$ cat src/rtl/squarewave_generator_multi.sv
// squarewave_generator_multi: prescaled phase counter producing a PWM duty word.
// Define WAVEGEN_SHAPES_EN to build the sawtooth and triangle shapes selected by Mode.
module squarewave_generator_multi #(
  parameter int DUTY_W     = 7,
  parameter int PRESCALE_W = 6,
  parameter int SCALE_W    = 6,
  parameter int PHASE_W    = 6
) (
  input  logic                 sysclk,
  input  logic                 rst,
  input  logic                 Enable,
  input  logic                 Restart,
  input  logic [SCALE_W-1:0]   Scale,
  input  logic [PHASE_W-1:0]   Threshold,
  input  logic [1:0]           Mode,
  output logic [DUTY_W-1:0]    Duty_Output,
  output logic                 Period_Tick
);

  localparam logic [DUTY_W-1:0]     FULL_D    = {1'b1, {(DUTY_W-1){1'b0}}};
  localparam logic [DUTY_W-1:0]     DUTY_ZERO = {DUTY_W{1'b0}};
  localparam logic [SCALE_W-1:0]    SCALE_ONE = {{(SCALE_W-1){1'b0}}, 1'b1};
  localparam logic [PHASE_W-1:0]    PHASE_ONE = {{(PHASE_W-1){1'b0}}, 1'b1};
  localparam logic [PRESCALE_W-1:0] PRE_ONE   = {{(PRESCALE_W-1){1'b0}}, 1'b1};

  logic [PRESCALE_W-1:0] prescale_r, prescale_nxt_s;
  logic [SCALE_W-1:0]    step_r, step_nxt_s;
  logic [PHASE_W-1:0]    phase_r, phase_nxt_s;
  logic [DUTY_W-1:0]     duty_r, duty_nxt_s, square_s, shape_s;
  logic                  period_tick_r, period_tick_nxt_s;
  logic                  tick_s;

  assign tick_s = &prescale_r;

  // Counter next-state: Restart beats the tick; Scale==0 freezes step and phase.
  always_comb begin
    prescale_nxt_s    = prescale_r + PRE_ONE;
    step_nxt_s        = step_r;
    phase_nxt_s       = phase_r;
    period_tick_nxt_s = 1'b0;
    if (Restart) begin
      prescale_nxt_s = {PRESCALE_W{1'b0}};
      step_nxt_s     = {SCALE_W{1'b0}};
      phase_nxt_s    = {PHASE_W{1'b0}};
    end else if (tick_s && (Scale != {SCALE_W{1'b0}})) begin
      // >= lets a lowered Scale wrap on the next tick instead of running to 2^SCALE_W.
      if (step_r >= (Scale - SCALE_ONE)) begin
        step_nxt_s        = {SCALE_W{1'b0}};
        phase_nxt_s       = phase_r + PHASE_ONE;
        period_tick_nxt_s = &phase_r;
      end else begin
        step_nxt_s = step_r + SCALE_ONE;
      end
    end else begin
      step_nxt_s = step_r;
    end
  end

  assign square_s = (phase_r < Threshold) ? FULL_D : DUTY_ZERO;

`ifdef WAVEGEN_SHAPES_EN
  localparam int PROD_W = PHASE_W + DUTY_W + 1;
  localparam logic [PROD_W-1:0] FULL_P = {{(PROD_W-DUTY_W){1'b0}}, FULL_D};

  logic [PROD_W-1:0]  saw_prod_s, tri_prod_s;
  logic [PHASE_W-1:0] tri_idx_s;

  // Shape datapaths, full-width products before the phase-width shift.
  always_comb begin
    saw_prod_s = {{(PROD_W-PHASE_W){1'b0}}, phase_r} * FULL_P;
    tri_idx_s  = phase_r[PHASE_W-1] ? ~phase_r : phase_r;
    tri_prod_s = ({{(PROD_W-PHASE_W){1'b0}}, tri_idx_s} * FULL_P) << 1'b1;
    case (Mode)
      2'd1:    shape_s = DUTY_W'(saw_prod_s >> PHASE_W);
      2'd2:    shape_s = DUTY_W'(tri_prod_s >> PHASE_W);
      default: shape_s = square_s;
    endcase
  end
`else
  logic mode_unused_s;
  assign mode_unused_s = ^Mode;
  assign shape_s       = square_s;
`endif

  // Output gating: counters keep running while the output is disabled.
  always_comb begin
    if (Enable) begin
      duty_nxt_s = shape_s;
    end else begin
      duty_nxt_s = DUTY_ZERO;
    end
  end

  // State and output registers; rst clears everything.
  always_ff @(posedge sysclk) begin
    if (rst) begin
      prescale_r    <= {PRESCALE_W{1'b0}};
      step_r        <= {SCALE_W{1'b0}};
      phase_r       <= {PHASE_W{1'b0}};
      duty_r        <= DUTY_ZERO;
      period_tick_r <= 1'b0;
    end else begin
      prescale_r    <= prescale_nxt_s;
      step_r        <= step_nxt_s;
      phase_r       <= phase_nxt_s;
      duty_r        <= duty_nxt_s;
      period_tick_r <= period_tick_nxt_s;
    end
  end

  assign Duty_Output = duty_r;
  assign Period_Tick = period_tick_r;

endmodule

$ cat config.mk
export PLATFORM = sky130hd
export DESIGN_NAME = squarewave_generator_multi
export DESIGN_NICKNAME = d
export VERILOG_FILES = /design/src/rtl/squarewave_generator_multi.sv
export SDC_FILE = /design/constraint.sdc
export NUM_CORES = 1
export LEC_CHECK = 0
export ABC_AREA = 0
export CORE_MARGIN = 2
export CORE_UTILIZATION = 45
export DETAILED_ROUTE_END_ITERATION = 8
export PLACE_DENSITY = 0.84
export SYNTH_ARGS = -nofsm -noshare
export SYNTH_HDL_FRONTEND = slang
export SYNTH_SLANG_ARGS = --single-unit
$ cat constraint.sdc
create_clock -name sysclk -period 3.9 [get_ports sysclk]
set_input_delay 0.78 -clock sysclk [delete_from_list [all_inputs] [get_ports sysclk]]
set_output_delay 0.78 -clock sysclk [all_outputs]
set_load 0.005 [all_outputs]
==> flow_metrics.env <==
export IMPL_cts_resized=0
export IMPL_portBuffers=17
export IMPL_r2r_slack_ns=1.88
export IMPL_leakage_nw=0.5834
export IMPL_syn_to_final_growth_pct=16.68
export IMPL_p_per_area_nw_per_um2=254.6
export IMPL_grt_pass1_wl_um=3808
export IMPL_startpoint="Scale[3]"
export IMPL_hpwl_um=1848
export IMPL_ys_types=33
export IMPL_hold_path_end="prescale_r[0]"
export IMPL_wl_per_cell_um=11.55
export IMPL_cts_made_buffers=3
export IMPL_relSlewSlack=0.6616
export IMPL_diodes=0
export IMPL_clockBufferDepth=2
export IMPL_final_max_slew_viol_count=0
export IMPL_htreeDepth=1
export IMPL_route_met2_wl_um=1140
export IMPL_antenna_found_initial=0
export IMPL_grt_setup_unrepaired="no"
export IMPL_initial_core_util=0.4606
export IMPL_hold_violations=0
export IMPL_layout_drive_gt1_share=0.05556
export IMPL_worst_path_max_fanout=14
export IMPL_wl_met1_um=960
export IMPL_setup_viol_count_final=0
export IMPL_ys_seq_area_frac=0.3236
export IMPL_power_frac_comb=0.122
export IMPL_gp_congestion=0.8209
export IMPL_syn_inst=145
export IMPL_cp_required_ns=4.13
export IMPL_syn_area_per_cell_um2=8.534
export IMPL_hold_class="register to register"
export IMPL_drc=0
export IMPL_grt_overflow_total=0
export IMPL_crit_path_end_kind="register"
export IMPL_hold_depth=1
export IMPL_grt_pass1_vias=908
export IMPL_rows=19
export IMPL_vias=1031
export IMPL_r2r_start="prescale_r[0]"
export IMPL_max_freq_mhz=321.4
export IMPL_arrival_ns=3.34
export IMPL_drt_iter0_markers=22
export IMPL_cts_hold_buffers=0
export IMPL_finalHoldWorstSlack_ns=0.4792
export IMPL_swShare=0.2187
export IMPL_vias_per_cell=5.342
export IMPL_multi_input_area_um2=760.7
export IMPL_place_ws_ns=0.4965
export IMPL_wl_met3_um=128
export IMPL_cts_reportedPaths_clkPinSlew_ns=0.11
export IMPL_synth_warnings=0
export IMPL_clkLatencyLatePin_ns=0.29
export IMPL_fin_crit_ns=3.111
export IMPL_final_nets=197
export IMPL_grt_max_degree=15
export IMPL_fin_skew_ns=0.001309
export IMPL_io_pins=26
export IMPL_ys_seq_elements=20
export IMPL_die_h_um=56.44
export IMPL_ir_drop_uv=206.9
export IMPL_cts_root_buf="clkbuf_4"
export IMPL_synth_area_um2=1237
export IMPL_die_area_um2=3185
export IMPL_dr_pass1_iters=4
export IMPL_maxUsedRoutingLayer="met3"
export IMPL_r2r_end="phase_r[3]"
export IMPL_tns_ns=0
export IMPL_track_usage=0.1471
export IMPL_intPower_uw=287.2
export IMPL_status="completed"
export IMPL_setup_ws_ns=0.7890
export IMPL_cts_setup_buffers=0
export IMPL_final_area_um2=1444
export IMPL_cts_tree="yes"
export IMPL_post_route_period_util=0.7977
export IMPL_power_frac_seq=0.563
export IMPL_final_antenna_net_count=0
export IMPL_core_area_um2=2686
export IMPL_wirelength_um=2229
export IMPL_net_switching_power_uw=80.37
export IMPL_regArea_um2=400.4
export IMPL_clock_sinks=20
export IMPL_chipWidth_um=56.44
export IMPL_maxCapViolations=0
export IMPL_crit_type="primary input to register"
export IMPL_reg2reg_depth=5
export IMPL_tightest_slew_ns=0.5076
export IMPL_start_kind="primary input"
export IMPL_post_dp_cell_area_um2=1408
export IMPL_nFillCells=243
export IMPL_hold_start="prescale_r[0]"
export IMPL_clkPwrFrac=0.315
## worst max path at each step
stage | to | slack, ns | cells past startpoint
3_3_place_gp | phase_r[4] | 0.61 | 9
5_1_grt | phase_r[5] | 0.68 | 9
2_1_floorplan | phase_r[0] | 1.22 | 9
4_1_cts | phase_r[3] | 0.80 | 9
6_report | phase_r[3] | 0.79 | 9
3_5_place_dp | phase_r[3] | 0.50 | 9
## flip-flops by register name (all words and copies together), names as in the netlist
signal / cells
phase_r: 6
prescale_r: 6
step_r: 6
Duty_Output: 1
Period_Tick: 1
## cell type report
class,count,area share
Sequential cell,20,0.2773
Timing Repair Buffer,17,0.1179
Tap cell,31,0.02686
Clock buffer,4,0.02513
Multi-Input combinational cell,111,0.5269
Inverter,10,0.02600
## critical path: stages
cell             delay, ns
clkdlybuf4s50_1       0.45
nor3_1                0.40
nand3_1               0.16
xnor2_1               0.16
ha_1                  0.32
nand4_1               0.10
o221a_2               0.34
or4_1                 0.49
a21oi_1               0.15
## power groups by stage
stage | clock network, mW | registers [mW] | logic [mW]
finish | 0.116 | 0.207 | 0.0450
CTS | 0.121 | 0.207 | 0.0453
floorplan | 0 | 0.211 | 0.0266
detailed placement | 0 | 0.212 | 0.0450
global placement | 0 | 0.211 | 0.0424
global route | 0.131 | 0.207 | 0.0502
## cells in the final DEF (no fill, tap or decap), drive strengths merged, types with 2 or more instances in the layout
cell type	instances
clkbuf	4
nor2	14
clkdlybuf4s50	17
conb	6
o31ai	4
nor3	3
or3	2
inv	10
nand4	5
a21oi	9
nand3	7
xnor2	7
ha	16
a21o	3
nand2	12
o21ai	3
dfxtp	20
or4	3
xor2	6
nand2b	2
## layer usage
| metal | up-vias | GRT usage |
|---|---|---|
| met5 | - | 0 |
| met4 | 0 | 0.01020 |
| met3 | 0 | 0.04839 |
| met2 | 20 | 0.2658 |
| met1 | 477 | 0.1755 |
| li1 | 534 | - |
## per-stage QoR
| step | power, mW | utilization | std cells |
|---|---|---|---|
| after floorplan | 0.2379 | - | 150 |
| after global placement | 0.2538 | 0.5240 | 189 |
| after detailed placement | 0.2565 | 0.5240 | 189 |
| after CTS | 0.3730 | 0.5375 | 193 |
| after global routing | 0.3880 | 0.5375 | 193 |
| final | 0.3676 | 0.5375 | 193 |
## cells in the mapped netlist (all sizes together)
cell type   n  area share
ha         16        0.16
and3        1      0.0051
conb        1      0.0030
inv        10       0.030
a31oi       1      0.0051
a311o       1      0.0081
buf         7       0.040
or3         2       0.010
nand2b      2       0.010
xnor2       7       0.050
a21oi       9       0.036
or4         3       0.018
o21ai       3       0.012
xor2        6       0.042
nor3        3       0.016
or2         1      0.0051
o221a       1      0.0091
dfxtp      20        0.32
nor4        1      0.0051
and2        1      0.0051
a21o        3       0.018
a311oi      1       0.012
nand4       5       0.025
o211ai      1      0.0061
nand2      12       0.036
o31ai       4       0.024
clkbuf      2      0.0061
nor2       14       0.042
nand3       7       0.032
## cells by family after synthesis
kind of cell / count (synthesis) / synth area share
flip-flops: 20 / 0.3236
buffers and inverters: 19 / 0.07684
AND/OR/NAND/NOR: 52 / 0.2113
AO/OA/AOI/OAI: 24 / 0.1314
adder cells (fa/ha/maj): 16 / 0.1618
XOR/XNOR: 13 / 0.09201
other: 1 / 0.003030
(Power assumes the default switching activity.)
